==> config.mk <==
export PLATFORM = sky130hd
export DESIGN_NAME = cpu_alu
export DESIGN_NICKNAME = d
export VERILOG_FILES = /design/src/rtl/pkg_alu.sv /design/src/rtl/alu_shifter.sv /design/src/rtl/cpu_alu.sv
export SDC_FILE = /design/constraint.sdc
export NUM_CORES = 1
export LEC_CHECK = 0
export BUFFER_PORTS_ARGS = -buffer_cell sky130_fd_sc_hd__buf_2
export CAP_MARGIN = 10
export CORE_UTILIZATION = 57
export DETAILED_ROUTE_END_ITERATION = 16
export PLACE_DENSITY_LB_ADDON = 0.15
export SLEW_MARGIN = 40
export SYNTH_ARGS = -nofsm -noshare
export SYNTH_HDL_FRONTEND = slang
export SYNTH_SLANG_ARGS = --single-unit
==> constraint.sdc <==
create_clock -name clk -period 0.8 [get_ports clk]
set_input_delay 0.16 -clock clk [delete_from_list [all_inputs] [get_ports clk]]
set_output_delay 0.16 -clock clk [all_outputs]
set_load 0.05 [all_outputs]
==> src/rtl/pkg_alu.sv <==
// Shared types for the registered CPU ALU: opcodes, shift modes, flag positions,
// and the request/response structs passed between the operand mux and output regs.
package pkg_alu;

  localparam int ALU_W = 32;

  // Flag bit positions inside flags_in / flags_out
  localparam int FLAG_Z = 0;
  localparam int FLAG_C = 1;
  localparam int FLAG_V = 2;
  localparam int FLAG_N = 3;

  typedef enum logic [3:0] {
    OP_ADD = 4'd0,
    OP_ADC = 4'd1,
    OP_SUB = 4'd2,
    OP_SBC = 4'd3,
    OP_RSB = 4'd4,
    OP_AND = 4'd5,
    OP_ORR = 4'd6,
    OP_XOR = 4'd7,
    OP_BIC = 4'd8,
    OP_LSL = 4'd9,
    OP_LSR = 4'd10,
    OP_ASR = 4'd11,
    OP_ROR = 4'd12,
    OP_MUL = 4'd13,
    OP_MOV = 4'd14,
    OP_MVN = 4'd15
  } alu_op_e;

  typedef enum logic [1:0] {
    SH_LSL = 2'd0,
    SH_LSR = 2'd1,
    SH_ASR = 2'd2,
    SH_ROR = 2'd3
  } sh_mode_e;

  typedef struct packed {
    logic [ALU_W-1:0] a;
    logic [ALU_W-1:0] b;
    alu_op_e          oper;
    logic [3:0]       flags;
  } alu_req_t;

  typedef struct packed {
    logic [ALU_W-1:0] result;
    logic [3:0]       flags;
  } alu_rsp_t;

  // Shift opcodes 9..12 are consecutive, so the mode is just the offset from LSL
  function automatic sh_mode_e op_to_shmode(input alu_op_e op);
    logic [3:0] d;
    d = op - OP_LSL;
    return sh_mode_e'(d[1:0]);
  endfunction

endpackage

==> src/rtl/alu_shifter.sv <==
// Combinational 32-bit barrel shifter (LSL/LSR/ASR/ROR) with carry-out of the
// last bit shifted out and a flag for a zero shift amount.
module alu_shifter
  import pkg_alu::*;
(
  input  logic [ALU_W-1:0] a,
  input  logic [4:0]       amt,
  input  sh_mode_e         mode,
  output logic [ALU_W-1:0] res,
  output logic             cout,
  output logic             shift_zero
);

  logic [ALU_W:0]     ext_l;
  logic [ALU_W:0]     ext_r;
  logic [2*ALU_W-1:0] rot;

  // Shift one bit wider than the data so the outgoing bit lands in the spare slot
  always_comb begin
    ext_l      = {1'b0, a} << amt;
    ext_r      = '0;
    rot        = {a, a} >> amt;
    res        = a;
    cout       = 1'b0;
    shift_zero = (amt == 5'd0);
    unique case (mode)
      SH_LSL: begin
        res  = ext_l[ALU_W-1:0];
        cout = ext_l[ALU_W];
      end
      SH_LSR: begin
        ext_r = {a, 1'b0} >> amt;
        res   = ext_r[ALU_W:1];
        cout  = ext_r[0];
      end
      SH_ASR: begin
        ext_r = $signed({a, 1'b0}) >>> amt;
        res   = ext_r[ALU_W:1];
        cout  = ext_r[0];
      end
      SH_ROR: begin
        res  = rot[ALU_W-1:0];
        cout = rot[ALU_W-1];
      end
      default: ;
    endcase
  end

endmodule

==> src/rtl/cpu_alu.sv <==
// Registered 32-bit integer ALU, one-cycle latency, one op per cycle.
// Optional multiplier for opcode 13 enabled by defining CPU_ALU_MUL_EN;
// without it opcode 13 yields 0 and passes the flags through untouched.
module cpu_alu
  import pkg_alu::*;
(
  input  logic             clk,
  input  logic             rst_n,
  input  logic             in_valid,
  input  logic [ALU_W-1:0] a,
  input  logic [ALU_W-1:0] b,
  input  logic [3:0]       oper,
  input  logic [3:0]       flags_in,
  output logic             out_valid,
  output logic [ALU_W-1:0] result,
  output logic [3:0]       flags_out
);

  alu_req_t         req;
  alu_rsp_t         nxt;
  logic [ALU_W-1:0] add_x, add_y, sh_res;
  logic             add_ci, sh_c, sh_zero;
  logic [ALU_W:0]   sum;

  assign req = '{a: a, b: b, oper: alu_op_e'(oper), flags: flags_in};

  alu_shifter u_shift (
    .a          (req.a),
    .amt        (req.b[4:0]),
    .mode       (op_to_shmode(req.oper)),
    .res        (sh_res),
    .cout       (sh_c),
    .shift_zero (sh_zero)
  );

  // Operand select for the single 33-bit adder shared by all arithmetic opcodes
  always_comb begin
    add_x  = req.a;
    add_y  = req.b;
    add_ci = 1'b0;
    unique case (req.oper)
      OP_ADC:  add_ci = req.flags[FLAG_C];
      OP_SUB:  begin add_y = ~req.b; add_ci = 1'b1; end
      OP_SBC:  begin add_y = ~req.b; add_ci = req.flags[FLAG_C]; end
      OP_RSB:  begin add_x = req.b; add_y = ~req.a; add_ci = 1'b1; end
      default: ;
    endcase
    sum = {1'b0, add_x} + {1'b0, add_y} + {{ALU_W{1'b0}}, add_ci};
  end

`ifdef CPU_ALU_MUL_EN
  logic [ALU_W-1:0] mul_lo;
  assign mul_lo = req.a * req.b;
`endif

  // Result mux and flag update; C/V default to pass-through
  always_comb begin
    nxt.result = '0;
    nxt.flags  = req.flags;
    unique case (req.oper)
      OP_ADD, OP_ADC, OP_SUB, OP_SBC, OP_RSB: begin
        nxt.result        = sum[ALU_W-1:0];
        nxt.flags[FLAG_C] = sum[ALU_W];
        nxt.flags[FLAG_V] = (add_x[ALU_W-1] == add_y[ALU_W-1]) &&
                            (sum[ALU_W-1] != add_x[ALU_W-1]);
      end
      OP_AND: nxt.result = req.a & req.b;
      OP_ORR: nxt.result = req.a | req.b;
      OP_XOR: nxt.result = req.a ^ req.b;
      OP_BIC: nxt.result = req.a & ~req.b;
      OP_LSL, OP_LSR, OP_ASR, OP_ROR: begin
        nxt.result = sh_res;
        if (!sh_zero) nxt.flags[FLAG_C] = sh_c;
      end
`ifdef CPU_ALU_MUL_EN
      OP_MUL: nxt.result = mul_lo;
`else
      OP_MUL: nxt.result = '0;
`endif
      OP_MOV: nxt.result = req.b;
      OP_MVN: nxt.result = ~req.b;
      default: ;
    endcase
    nxt.flags[FLAG_Z] = (nxt.result == '0);
    nxt.flags[FLAG_N] = nxt.result[ALU_W-1];
`ifndef CPU_ALU_MUL_EN
    // Missing multiplier: leave every flag exactly as it came in
    if (req.oper == OP_MUL) nxt.flags = req.flags;
`endif
  end

  // Output registers; result/flags only update on a launched op
  always_ff @(posedge clk or negedge rst_n) begin
    if (!rst_n) begin
      out_valid <= 1'b0;
      result    <= '0;
      flags_out <= '0;
    end else begin
      out_valid <= in_valid;
      if (in_valid) begin
        result    <= nxt.result;
        flags_out <= nxt.flags;
      end
    end
  end

endmodule

==> results.yml, run 1 <==
run_status:
  status: "stopped before the end"
  stop_stage: "global routing"
  tool.error: "[ERROR GRT-0116] Global routing finished with congestion. Check the congestion regions in the DRC Viewer."
yosys:
  async_flop_share: 1.00
  syn_area_um2: 11800
  syn_nets: 1800
  postSynthAreaPerCell_um2: 7.10
  ys_dominant_reg_cell: "dfrtp_1"
  yosysSeqAreaShare: 0.0787
  synthCells: 1658
  synth_edf_count: 0
  synth_cell_type_count: 82
  ys_warn_count: 0
  ys_ff_latch: 37
global_routing:
  grt_max_degree: 70
  track_usage: 0.711
  first_global_vias: 19741
  grt_overflow: 42
  grt_pass1_wl_um: 116000
cts:
  cts_sinks: 37
  cts.path.max_buffers: 2
  clockRootBuffer: "clkbuf_16"
  htreeDepth: 2
  numCtsBuffers: 5
placement:
  gp_congestion: 1.18
  port_buffers: 111
  dp_cells: 2408
  dpl_cell_area_um2: 16400
  hpwl_um: 47700
floorplan:
  io_pins: 112
  row_count: 52
  dieWidth_um: 146
  fp.dieH_um: 146
  floorplan.initialDensity: 0.582
[cell usage after synthesis (all sizes together) (8+ instances only)]
library cell	n	area [um2]
dfrtp	37	926
inv	71	267
a221oi	19	166
nand2	251	942
a221o	8	80.1
a21oi	116	584
mux2i	44	440
o211ai	24	180
nand4	13	81.3
nor3	25	125
a211oi	20	150
nor2	135	507
o21a	10	75.1
mux4	64	1510
nand3	28	140
o22ai	15	93.8
or3	11	68.8
xnor2	36	315
a21o	18	135
o21ai	179	896
o221ai	11	103
mux2	37	417
xor2	9	78.8
o2111ai	12	105
o311ai	8	70.1
nand2b	10	62.6
and3	8	50.1
o31a	8	70.1
and2	11	68.8
ha	65	813
buf	47	288
clkbuf	128	480
a31oi	27	169
o32ai	37	324
[metal layers]
metal | GRT usage | GRT overflow
met2 | 0.929 | 17
met5 | 0.114 | 1
met4 | 0.653 | 22
met1 | 0.736 | 1
met3 | 0.503 | 1
[repair_timing]
item                                   CTS
pin swaps                               45
endpoints found under the hold margin   37
setup endpoints to repair               73
hold buffers                             1
resized for setup                      199
gates cloned                             1
buffers inserted                        54
[stage by stage]
stage	setup TNS (ns)	worst slack, ns
4_1_cts	-88.40	-3.03
3_5_place_dp	-99.41	-3.52
3_3_place_gp	-95.85	-3.41
2_1_floorplan	-93.15	-3.57
[cell families after synthesis]
group,after synthesis,share of synthesized area
compound gates,588,0.330
xor+xnor,45,0.0335
fa+ha+maj,67,0.0725
buf+inv,249,0.0889
flops,37,0.0787
mux,145,0.201
simple gates,527,0.196
==> inputs of run 2 (changes only) <==
--- a/config.mk
+++ b/config.mk
@@ -7,7 +7,7 @@
 export LEC_CHECK = 0
 export BUFFER_PORTS_ARGS = -buffer_cell sky130_fd_sc_hd__buf_2
 export CAP_MARGIN = 10
-export CORE_UTILIZATION = 57
+export CORE_UTILIZATION = 40
 export DETAILED_ROUTE_END_ITERATION = 16
 export PLACE_DENSITY_LB_ADDON = 0.15
 export SLEW_MARGIN = 40
==> constraint.sdc (replaced) <==
create_clock -name clk -period 1 [get_ports clk]
set_input_delay 0.2 -clock clk [delete_from_list [all_inputs] [get_ports clk]]
set_output_delay 0.2 -clock clk [all_outputs]
set_load 0.05 [all_outputs]
==> results.yml, run 2 <==
run_status:
  status: "finished with violations"
  violations: "negative setup slack"
placement:
  gp_congestion: 1.07
  port_buffers: 111
  hpwl_um: 53600
setup_path:
  reg2reg_from: "result[13]"
  cp-end-kind: "flip-flop"
  crit_path_start: "oper[1]"
  crit_path_start_kind: "input port"
  required_ns: 1.22
  worstSetupPathType: "input port to flip-flop"
  cp.arrival_ns: 4.33
  cp_max_fo: 5
final_layout:
  synthToLayoutAreaGrowth_pct: 64.2
  layout_commonest_cell: "buf_4"
  fin_util: 0.670
  nNetsFinal: 2422
  largest_reg_flops: 32
  largest_register: "result"
  multiInputGateArea_um2: 11000
  mostFrequentLayoutCells: "buf_4 (604), nand2_1 (232), o21ai_0 (130)"
  drive_gt1_frac: 0.470
  n_fill_cell: 2479
  regArea_um2: 926
  antenna_cells: 0
  reg.largest.list: "result x32, flags_out x4, out_valid x1"
sta:
  max_clock_freq_mhz: 243
  fin_crit_sh: 4.11
  worst_slack_ns: -3.11
  grt_setup_unrepaired: "true"
  setup_viol: 72
  setup-tns-final_ns: -85.78
  worst_pin_slew_ns: 0.904
  drv_slew: 0
  hold_violations: 0
  skew_ns: 0
  whs_ns: 0.184
  slew_headroom: 0.390
  min_period_ns: 4.11
floorplan:
  io_pins: 112
  fp.dieH_um: 174
  floorplan.initialDensity: 0.408
  core-area_um2: 28900
  row_count: 62
  dieWidth_um: 174
  die_area_um2: 30100
yosys:
  synth_top_area_cell: "mux4_2"
  syn_nets: 1800
  ys_ff_latch: 37
  yosysMostFrequentCell: "nand2_1"
  yosysSeqAreaShare: 0.0787
  synth_cell_type_count: 82
  synthCells: 1658
  synth_edf_count: 0
  ys_warn_count: 0
  netlist.area_leader.share: 0.0899
  ys_top_cells_by_area: "mux4_2 (9.0%), nand2_1 (8.0%), dfrtp_1 (7.9%)"
  ys_dominant_reg_cell: "dfrtp_1"
  async_flop_share: 1.00
  syn_area_um2: 11800
  synthTopCellsByCount: "nand2_1 (251), o21ai_0 (179), nor2_1 (135)"
  postSynthAreaPerCell_um2: 7.10
cts:
  htreeDepth: 2
  clk_pin_slew_worst_paths_ns: 0.05
  clockRootBuffer: "clkbuf_16"
  cts_sinks: 37
  tritoncts: "yes"
  cts.path.max_buffers: 2
  numCtsBuffers: 5
  insertion_delay_ns: 0.27
power_and_ir_drop:
  power.leakage_nw: 8.79
  p_per_area_nw_per_um2: 988
  ir_worst_vdd_uv: 702
  total_power_mw: 19.1
routing:
  drt_pre_antenna_iters: 8
  via_count: 17199
  ant_nets: 0
  wl_per_cell_um: 26.5
  drtIter0Drc: 2130
  drc_errors: 0
  routed_wl_um: 70600
  viasPerCell: 6.45
hold_path:
  min-delay-start: "flags_in[3]"
  hp-class: "input port to flip-flop"
global_routing:
  grt_overflow: 0
  first_global_vias: 16177
  track_usage: 0.449
  grt_max_degree: 69
  grt_pass1_wl_um: 102000
  antenna_found_initial: 0
job:
  drv_cap: 0
run 2: repair_timing:
action                     CTS  global route
setup buffers               74            44
hold buffers                 1             0
setup endpoints to repair   73            73
hold endpoints to repair    37             0
pin swaps                   65            83
cloned                       2             0
gates resized for setup    252           114
run 2: final cells by class:
class,instances,area share
multi-input combinational,1372,0.570
timing repair buffer,790,0.335
sequential,37,0.0479
tap,384,0.0249
inverter,74,0.0148
clock buffer,6,0.00667
clock inverter,2,0.000518
run 2: per-stage QoR:
step	cell area [um2]	std cells	setup WS, ns
2_1_floorplan	12100	1658	-3.41
5_1_grt	19300	2665	-3.32
4_1_cts	18500	2624	-3.06
3_3_place_gp	16700	2545	-3.73
3_5_place_dp	16800	2545	-3.57
6_report	19300	2665	-3.11
run 2: worst paths after layout:
| kind | to | slack, ns | depth (start not counted) |
|---|---|---|---|
| setup / recovery | flags_out[0] | -3.11 | 21 |
| hold / removal | flags_out[3] | 0.18 | 3 |
| setup reg to reg | result[13] | 0.05 | 3 |
| hold reg to reg | result[28] | 0.53 | 2 |
| max in group asynchronous | result[23] | 0.36 | 3 |
| min in group asynchronous | out_valid | 0.26 | 2 |
run 2: critical path: stages:
cell and delay (ns):
buf_12 0.09, inv_8 0.04, or3_4 0.40, nand2_4 0.10, buf_12 0.12, buf_12 0.11, nand2_1 0.05, o21ai_1 0.07
o21ai_1 0.08, ha_1 0.33, buf_4 0.17, nand2_1 0.06, o21a_1 0.23, a21o_1 0.26, a2111o_1 0.45, and3b_2 0.30
o31ai_4 0.23, a31oi_2 0.13, a2111o_1 0.41, or4_1 0.41, nand2_1 0.07
run 2: logic make-up (layout without fill, tap and decap cells):
kind of cell             count (synthesis)  in the layout  synth area share
AND/OR/NAND/NOR                        527            527             0.196
flip-flops                              37             37            0.0787
buffers and inverters                  249            872            0.0889
adder cells (fa/ha/maj)                 67             67            0.0725
XOR/XNOR                                45             45            0.0335
multiplexers                           145            145             0.201
AO/OA/AOI/OAI                          588            588             0.330
run 2: routing by layer:
metal,up-vias,GRT usage,share of wire
li1,7500,-,-
met1,8298,0.596,0.39
met2,1146,0.695,0.43
met3,255,0.0853,0.12
met4,0,0.221,0.062
met5,-,0,0
run 2: power breakdown:
group	leakage [nW]	internal [mW]	switching [mW]
clock	0.0706	0.913	0.557
sequential	0.442	1.78	0.230
combinational	8.28	7.23	8.37
total	8.79	9.92	9.16
(Power assumes the default switching activity.)
